## config.mk

```make
export PLATFORM = sky130hd
export DESIGN_NAME = pipelined_adder
export DESIGN_NICKNAME = d
export VERILOG_FILES = /design/src/rtl/pipelined_adder.sv
export SDC_FILE = /design/constraint.sdc
export NUM_CORES = 1
export LEC_CHECK = 0
export BUFFER_PORTS_ARGS = -buffer_cell sky130_fd_sc_hd__buf_2
export CORE_MARGIN = 2
export CORE_UTILIZATION = 40
export DETAILED_ROUTE_END_ITERATION = 8
export PLACE_DENSITY_LB_ADDON = 0.2
export RECOVER_POWER = 100
export SKIP_LAST_GASP = 1
export SLEW_MARGIN = 20
export SYNTH_ARGS = -nofsm -noshare
export SYNTH_HDL_FRONTEND = slang
export SYNTH_SLANG_ARGS = --single-unit
```

## constraint.sdc

```tcl
create_clock -name clk -period 2.1 [get_ports clk]
set_input_delay 0.525 -clock clk [delete_from_list [all_inputs] [get_ports clk]]
set_output_delay 0.525 -clock clk [all_outputs]
set_load 0.005 [all_outputs]
```

## src/rtl/pipelined_adder.sv

```systemverilog
// N-bit add/subtract with the carry chain cut into STAGES registered chunks.
// Operands travel with the partial sum so each stage only resolves its own W-bit slice.
module pipelined_adder #(
    parameter int N      = 8,
    parameter int STAGES = 4
) (
    input  logic         clk,
    input  logic         rst_n,
    input  logic         in_valid,
    output logic         in_ready,
    input  logic [N-1:0] a,
    input  logic [N-1:0] b,
    input  logic         ci,
    input  logic         sub,
    output logic         out_valid,
    input  logic         out_ready,
    output logic [N-1:0] sum,
    output logic         cout,
    output logic         ovf
);

    localparam int W = N / STAGES;

    if (N < 1 || STAGES < 1 || STAGES > N || (N % STAGES) != 0) begin : g_bad_params
        $error("pipelined_adder: N must be a positive multiple of STAGES with STAGES <= N");
    end

    logic              en;
    logic [STAGES-1:0] vld_q, vld_d;
    logic [STAGES-1:0] c_q, c_d;
    logic [N-1:0]      a_q   [STAGES];
    logic [N-1:0]      a_d   [STAGES];
    logic [N-1:0]      bx_q  [STAGES];
    logic [N-1:0]      bx_d  [STAGES];
    logic [N-1:0]      res_q [STAGES];
    logic [N-1:0]      res_d [STAGES];
    logic              ovf_q, ovf_d;

    // Working copies of whatever feeds the stage currently being evaluated.
    logic [N-1:0]      a_in, bx_in, res_in;
    logic              c_in, v_in;
    logic [W:0]        part;

    always_comb begin
        en     = !vld_q[STAGES-1] || out_ready;
        vld_d  = vld_q;
        c_d    = c_q;
        a_d    = a_q;
        bx_d   = bx_q;
        res_d  = res_q;
        ovf_d  = ovf_q;
        a_in   = a;
        bx_in  = b ^ {N{sub}};
        c_in   = ci ^ sub;
        res_in = '0;
        v_in   = in_valid;
        part   = '0;
        for (int k = 0; k < STAGES; k++) begin
            if (k > 0) begin
                a_in   = a_q[(k > 0) ? k - 1 : 0];
                bx_in  = bx_q[(k > 0) ? k - 1 : 0];
                res_in = res_q[(k > 0) ? k - 1 : 0];
                c_in   = c_q[(k > 0) ? k - 1 : 0];
                v_in   = vld_q[(k > 0) ? k - 1 : 0];
            end
            part = {1'b0, a_in[k*W +: W]} + {1'b0, bx_in[k*W +: W]} + {{W{1'b0}}, c_in};
            res_in[k*W +: W] = part[W-1:0];
            // A single global enable keeps every stage in lockstep, so stalls never reorder.
            if (en) begin
                vld_d[k] = v_in;
                c_d[k]   = part[W];
                a_d[k]   = a_in;
                bx_d[k]  = bx_in;
                res_d[k] = res_in;
            end
        end
        // After the loop the working copies hold the last stage's full operands and sum.
        if (en) begin
            ovf_d = (a_in[N-1] == bx_in[N-1]) && (res_in[N-1] != a_in[N-1]);
        end
    end

    always_ff @(posedge clk or negedge rst_n) begin
        if (!rst_n) begin
            vld_q <= '0;
            c_q   <= '0;
            ovf_q <= 1'b0;
            for (int k = 0; k < STAGES; k++) begin
                a_q[k]   <= '0;
                bx_q[k]  <= '0;
                res_q[k] <= '0;
            end
        end else begin
            vld_q <= vld_d;
            c_q   <= c_d;
            ovf_q <= ovf_d;
            for (int k = 0; k < STAGES; k++) begin
                a_q[k]   <= a_d[k];
                bx_q[k]  <= bx_d[k];
                res_q[k] <= res_d[k];
            end
        end
    end

    assign in_ready  = en;
    assign out_valid = vld_q[STAGES-1];
    assign sum       = res_q[STAGES-1];
    assign cout      = c_q[STAGES-1];
    assign ovf       = ovf_q;

endmodule
```

==> impl_metrics.env, run 1 <==
export IMPL_ctsResizeCount=0
export IMPL_syn_to_final_growth_pct=6.31
export IMPL_synthSimpleGateAreaFrac_pct=3.50
export IMPL_core_area_mm2=0.00624
export IMPL_drv_cap=0
export IMPL_cp_startpoint="c_q[2]"
export IMPL_cts_htree_levels=2
export IMPL_min_from="a[4]"
export IMPL_synth_mux_area_fraction_pct=24.0
export IMPL_syn_instance_count=169
export IMPL_syn_cell_area_mm2=0.00254
export IMPL_dpl_cell_area_mm2=0.00272
export IMPL_grt_use_met3_pct=3.46
export IMPL_whs_ns=0.438
export IMPL_synth_xor_area_share_pct=3.45
export IMPL_status="finished, final reports clean"
export IMPL_crit_chain="inv_1 > fa_1 > fa_1 > xnor2_1 > a31o_2"
export IMPL_finalClockSkew_ns=0.00352
export IMPL_hold_path_class="in2reg"
export IMPL_leakage_nw=1.25
export IMPL_yosysWarnings=0
export IMPL_initial_utilization_pct=40.7
export IMPL_grt_usage_pct=11.8
export IMPL_drt_iter0_markers=94
export IMPL_cpPeakStageDelay_ns=0.48
export IMPL_finalWirelength_mm=3.72
export IMPL_rsz0062_at_grt="false"
export IMPL_grt_util_met2_pct=18.5
export IMPL_criticalPathCategory="reg2reg"
export IMPL_maxSlewViolCount=0
export IMPL_grt_overflow=0
export IMPL_setup_viol=0
export IMPL_crit_required_ns=2.29
export IMPL_power_density_mw_per_mm2=1350
export IMPL_synth_top_family_by_area="multiplexers"
export IMPL_fin_util_pct=43.3
export IMPL_port_buffers=33
export IMPL_die_h_um=83.7
export IMPL_yosys_area_share_adder_pct=6.80
export IMPL_tightest_slew_ns=1.27
export IMPL_diodes=0
export IMPL_vias=1254
export IMPL_fin_ws_ns=0.259
export IMPL_drive_gt1_share_pct=24.5
export IMPL_grt_busiest_layer="met2"
export IMPL_seq_area_frac_synth_pct=52.2
export IMPL_crit_fanout=2
export IMPL_use_met1_pct=16.0
export IMPL_crit_path_frequent_cell="fa_1"
export IMPL_cp_slowest_cell="fa_1"
export IMPL_ios=34
export IMPL_clock_latency_ns=0.30
export IMPL_ys_ff_latch=53
export IMPL_drc=0
export IMPL_wl_per_cell_um=13.4
export IMPL_design_die_area_mm2=0.00700
export IMPL_cts_root_buf="clkbuf_8"
export IMPL_grt_pass1_wl_mm=6.69
export IMPL_cts_tree="done"
export IMPL_grt_max_degree=54
export IMPL_crit_arrival_ns=2.04
export IMPL_synthDistinctLibCells=18
export IMPL_vias_per_cell=4.53
export IMPL_gp_congestion=0.703
export IMPL_synth_compound_area_share_pct=1.92
export IMPL_period_minus_slack_ns=1.84
export IMPL_cts_made_buffers=5
export IMPL_fin_setup_tns_ns=0
export IMPL_antenna_found_initial=0
export IMPL_finalHoldViolCount=0
export IMPL_finalCritPeriodShare_pct=87.7
export IMPL_die_x_um=83.7
export IMPL_fin_area_mm2=0.00270
export IMPL_cts_sinks=53
export IMPL_critPathCaptureType="flip-flop"
export IMPL_rows=29
export IMPL_achievable_frequency_mhz=543
export IMPL_cts_path_max_buffers=2
export IMPL_cts_setup_buffers=0
export IMPL_grt_pass1_vias=1395
export IMPL_first_pass_iters=2
export IMPL_avgSynthCellArea_um2=15.0
export IMPL_post_place_ws_ns=0.00311
export IMPL_slew_headroom_pct=15.2
export IMPL_syn_num_nets=200
export IMPL_fin_nets=230
export IMPL_dp_hpwl_mm=2.71
export IMPL_path_clk_slew_ns=0.09
export IMPL_ir_worst_vdd_mv=0.462
export IMPL_ctsHoldBuffers=0
export IMPL_cp_start_kind="flip-flop"
export IMPL_ant_nets=0
export IMPL_r2r_start="c_q[2]"
==> metrics by stage <==
stage	instances	total power (W)
2_1_floorplan	169	0.00301
3_3_place_gp	269	0.00325
3_5_place_dp	269	0.00331
4_1_cts	277	0.00404
5_1_grt	277	0.00393
6_report	277	0.00364
==> Yosys cell counts <==
cell      number  area share, %
dfrtp_1       53             52
mux2_4        35             21
inv_1         18            2.7
a21oi_1        8            1.6
buf_4          8            2.4
fa_1           8            6.3
nor3b_1        8            2.4
buf_6          6            2.7
xnor2_1        5            1.7
xor2_1         5            1.7
mux2_2         4            1.8
mux2i_1        4            1.6
buf_2          2           0.39
a31o_2         1           0.34
and3b_1        1           0.34
ha_1           1           0.49
nand2b_1       1           0.25
nand2b_4       1           0.54
==> critical path: cells and delay by family, from the launching register on <==
| family | cells | cell delay, ns |
|---|---|---|
| xor gates and xnor gates | 1 | 0.14 |
| DFF | 1 | 0.34 |
| buffers and inverters | 1 | 0.07 |
| AOI/OAI and AO/OA | 1 | 0.24 |
| adders and majority gates | 2 | 0.95 |
==> layer usage <==
layer	vias to the layer above	part of all wire, %
met2	25	47
met5	-	0
met1	620	47
li1	605	-
met3	4	4.8
met4	0	0.97
==> registers in the layout, indices dropped and copies added (netlist names) <==
register  flops
a_q          10
bx_q         10
sum           8
res_in        6
res_q         6
c_q           4
vld_q         4
a_in          2
bx_in         2
ovf           1
==> area by class of cell <==
class	count	area, µm²
Fill cell	629	3540
Sequential cell	53	1330
Multi-Input combinational cell	82	885
Timing Repair Buffer	39	209
Tap cell	77	96.3
Clock buffer	7	86.3
Inverter	18	67.6
Clock inverter	1	30.0
==> final timing paths <==
path,to,slack (ns),cells after the start
worst min register to register,vld_q[3],0.49,1
worst max register to register,ovf,0.26,5
min in group asynchronous,res_in[0],0.58,2
max in group asynchronous,bx_in[7],0.75,2
worst min-delay path,a_q[28],0.44,2
worst max-delay path,ovf,0.26,5
==> report_power, final <==
part | total [W] | leakage (nW) | internal [W] | switching [W]
clock | 0.000702 | 0.0585 | 0.000389 | 0.000313
combinational | 0.00123 | 0.576 | 0.000662 | 0.000566
sequential | 0.00171 | 0.612 | 0.00148 | 0.000233
total | 0.00364 | 1.25 | 0.00253 | 0.00111
==> placed cells by master, fill, tap and decap left out, drive strengths merged, types with 2 or more instances in the layout <==
| cell | netlist | routed |
|---|---|---|
| clkbuf | 0 | 13 |
| fa | 8 | 8 |
| buf | 16 | 33 |
| mux2 | 39 | 39 |
| a21oi | 8 | 8 |
| xnor2 | 5 | 5 |
| xor2 | 5 | 5 |
| nor3b | 8 | 8 |
| mux2i | 4 | 4 |
| inv | 18 | 18 |
| dfrtp | 53 | 53 |
| nand2b | 2 | 2 |
==> kinds of logic (layout without fill, tap and decap cells) <==
group                      Yosys count  count (layout)
and+or+nand+nor                     11              11
buffers and inverters               34              65
xor gates and xnor gates            10              10
AOI/OAI and AO/OA                    9               9
muxes                               43              43
adders and majority gates            9               9
DFF                                 53              53
No activity file was read; power rests on OpenSTA's default activity.
==> run 2, diff against run 1 <==
Settings changed: ABC_AREA set to 1, SLEW_MARGIN 20 to unset.
==> run 2 against run 1 <==
Effect of this change: wire length down 1.9%; count of clock-buffer cells in the layout is 1 lower; sequential power shrank 4%; critical path depth is 2 higher; core utilization grew 1.6 points; setup slack better by 0.086 ns; die area down 5.8%; global-route usage grew 1.5 points; clock power is 13% lower.
==> impl_metrics.env, run 2 <==
export IMPL_status="finished, final reports clean"
export IMPL_final_cells=355
export IMPL_synthDistinctLibCells=18
export IMPL_slew_headroom_pct=14.7
export IMPL_grt_usage_pct=13.3
export IMPL_vias_per_cell=4.42
export IMPL_core_area_mm2=0.00585
export IMPL_yosysWarnings=0
export IMPL_drv_cap=0
export IMPL_path_clk_slew_ns=0.10
export IMPL_initial_utilization_pct=40.8
export IMPL_syn_num_nets=285
export IMPL_crit_chain="clkbuf_1 > xnor2_1 > fa_1 > inv_1 > fa_1 > nand2_1 > nand2_1"
export IMPL_antenna_found_initial=0
export IMPL_post_place_ws_ns=0.138
export IMPL_hold_depth=3
export IMPL_criticalPathCategory="in2reg"
export IMPL_vias=1568
export IMPL_first_pass_iters=3
export IMPL_wl_per_cell_um=10.3
export IMPL_cts_htree_levels=2
export IMPL_cpPeakStageDelay_ns=0.40
export IMPL_synthTopCellsByCount="99 x nand2_1, 53 x dfrtp_1, 30 x o21ai_0"
export IMPL_synth_edf_count=0
export IMPL_design_die_area_mm2=0.00660
export IMPL_cp_start_kind="input port"
export IMPL_cp_slowest_cell="fa_1"
export IMPL_p_total_w=0.00338
export IMPL_gp_congestion=0.709
export IMPL_grt_max_degree=50
export IMPL_cts_tree="done"
export IMPL_cts_path_max_buffers=2
export IMPL_crit_fanout=8
export IMPL_fin_util_pct=44.8
export IMPL_die_h_um=81.2
export IMPL_final_common_cell="nand2_1"
export IMPL_fin_ws_ns=0.345
export IMPL_cts_sinks=53
export IMPL_diodes=0
export IMPL_drive_gt1_share_pct=16.1
export IMPL_syn_to_final_growth_pct=9.91
export IMPL_synthArstFlopShare_pct=100
export IMPL_syn_instance_count=254
export IMPL_grt_pass1_wl_mm=6.78
export IMPL_ctsResizeCount=0
export IMPL_achievable_frequency_mhz=570
export IMPL_rsz0062_at_grt="false"
export IMPL_grt_overflow=0
export IMPL_drt_iter0_markers=108
export IMPL_finalHoldViolCount=0
export IMPL_ios=34
export IMPL_layout_common_cells="100 x nand2_1, 53 x dfrtp_1, 30 x o21ai_0"
export IMPL_period_minus_slack_ns=1.76
export IMPL_crit_required_ns=2.30
export IMPL_fin_setup_tns_ns=0
export IMPL_seq_area_frac_synth_pct=55.6
export IMPL_rows=28
export IMPL_synth_top_area_share_pct=55.6
export IMPL_power_density_mw_per_mm2=1290
export IMPL_finalWirelength_mm=3.65
export IMPL_critPathCaptureType="flip-flop"
export IMPL_cts_root_buf="clkbuf_8"
export IMPL_cts_made_buffers=5
export IMPL_tightest_slew_ns=1.28
export IMPL_finalClockSkew_ns=0.00751
export IMPL_setup_viol=0
export IMPL_ant_nets=0
export IMPL_dp_hpwl_mm=2.55
export IMPL_r2r_cells=6
export IMPL_port_buffers=33
export IMPL_leakage_nw=1.36
export IMPL_clock_latency_ns=0.31
export IMPL_drc=0
export IMPL_hold_path_class="in2reg"
export IMPL_cts_setup_buffers=0
export IMPL_avgSynthCellArea_um2=9.39
export IMPL_yosysMostFrequentCell="nand2_1"
export IMPL_maxSlewViolCount=0
export IMPL_die_x_um=81.2
export IMPL_yosys_top_cells_area="dfrtp_1 56%, nand2_1 16%, fa_1 6.7%"
export IMPL_finalCritPeriodShare_pct=83.6
export IMPL_synth_top_cell_by_area="dfrtp_1"
export IMPL_ys_ff_latch=53
export IMPL_grt_pass1_vias=1567
export IMPL_fin_nets=310
export IMPL_crit_arrival_ns=1.96
export IMPL_synthFlopType="dfrtp_1"
export IMPL_ctsHoldBuffers=0
export IMPL_syn_cell_area_mm2=0.00239
export IMPL_ir_worst_vdd_mv=0.394
export IMPL_dp_cells=347
-- run 2: cell count changes after synthesis, sizes merged, moves of 6 or more --
cell	previous run	this run
nand2	0	100
mux2	39	0
o21ai	0	30
a21oi	8	0
inv	18	26
nor3b	8	0
nand3	0	6
-- run 2: area by class of cell --
| type | instances | area (µm²) |
|---|---|---|
| Multi-Input combinational cell | 155 | 803 |
| Tap cell | 75 | 93.8 |
| Inverter | 26 | 97.6 |
| Timing Repair Buffer | 38 | 201 |
| Clock inverter | 2 | 17.5 |
| Sequential cell | 53 | 1330 |
| Fill cell | 590 | 3230 |
| Clock buffer | 6 | 82.6 |
-- run 2: worst max-delay path, delay by kind of cell --
family                     cells  cell delay [ns]
xor gates and xnor gates       1             0.16
adders and majority gates      2             0.80
buffers and inverters          2             0.35
and+or+nand+nor                2             0.12
-- run 2: cell families after synthesis --
family	after synthesis	synth area share, %
buffers and inverters	46	10.6
XOR/XNOR	4	1.47
AND/OR/NAND/NOR	112	18.8
adder cells (fa/ha/maj)	9	7.24
flip-flops	53	55.6
AO/OA/AOI/OAI	30	6.29
-- run 2: power breakdown --
| group | internal, W | switching (W) |
|---|---|---|
| Sequential | 0.00147 | 0.000185 |
| Clock | 0.000274 | 0.000338 |
| Combinational | 0.000451 | 0.000660 |
-- run 2: metrics by stage --
| stage | instance area, µm² | hold WS (ns) |
|---|---|---|
| floorplan | 2390 | 0.229 |
| global placement | 2540 | 0.433 |
| detailed placement | 2540 | 0.435 |
| CTS | 2640 | 0.197 |
| global route | 2620 | 0.418 |
| finish | 2620 | 0.411 |
-- run 2: worst paths after layout --
check | start | end | slack [ns]
setup / recovery | sub | res_q[25] | 0.34
setup reg to reg | c_q[2] | ovf | 0.42
hold / removal | a[7] | a_q[31] | 0.41
hold reg to reg | vld_q[2] | vld_q[3] | 0.46
max in group asynchronous | rst_n | a_q[21] | 0.86
min in group asynchronous | rst_n | vld_q[1] | 0.47
-- run 2: routing by layer --
layer  track usage [%]  vias up  wire length, µm
li1                  -      810                -
met1              16.8      726             1700
met2              22.4       27             1730
met3              3.00        5              147
met4              5.08        0               66
met5                 0        -                0
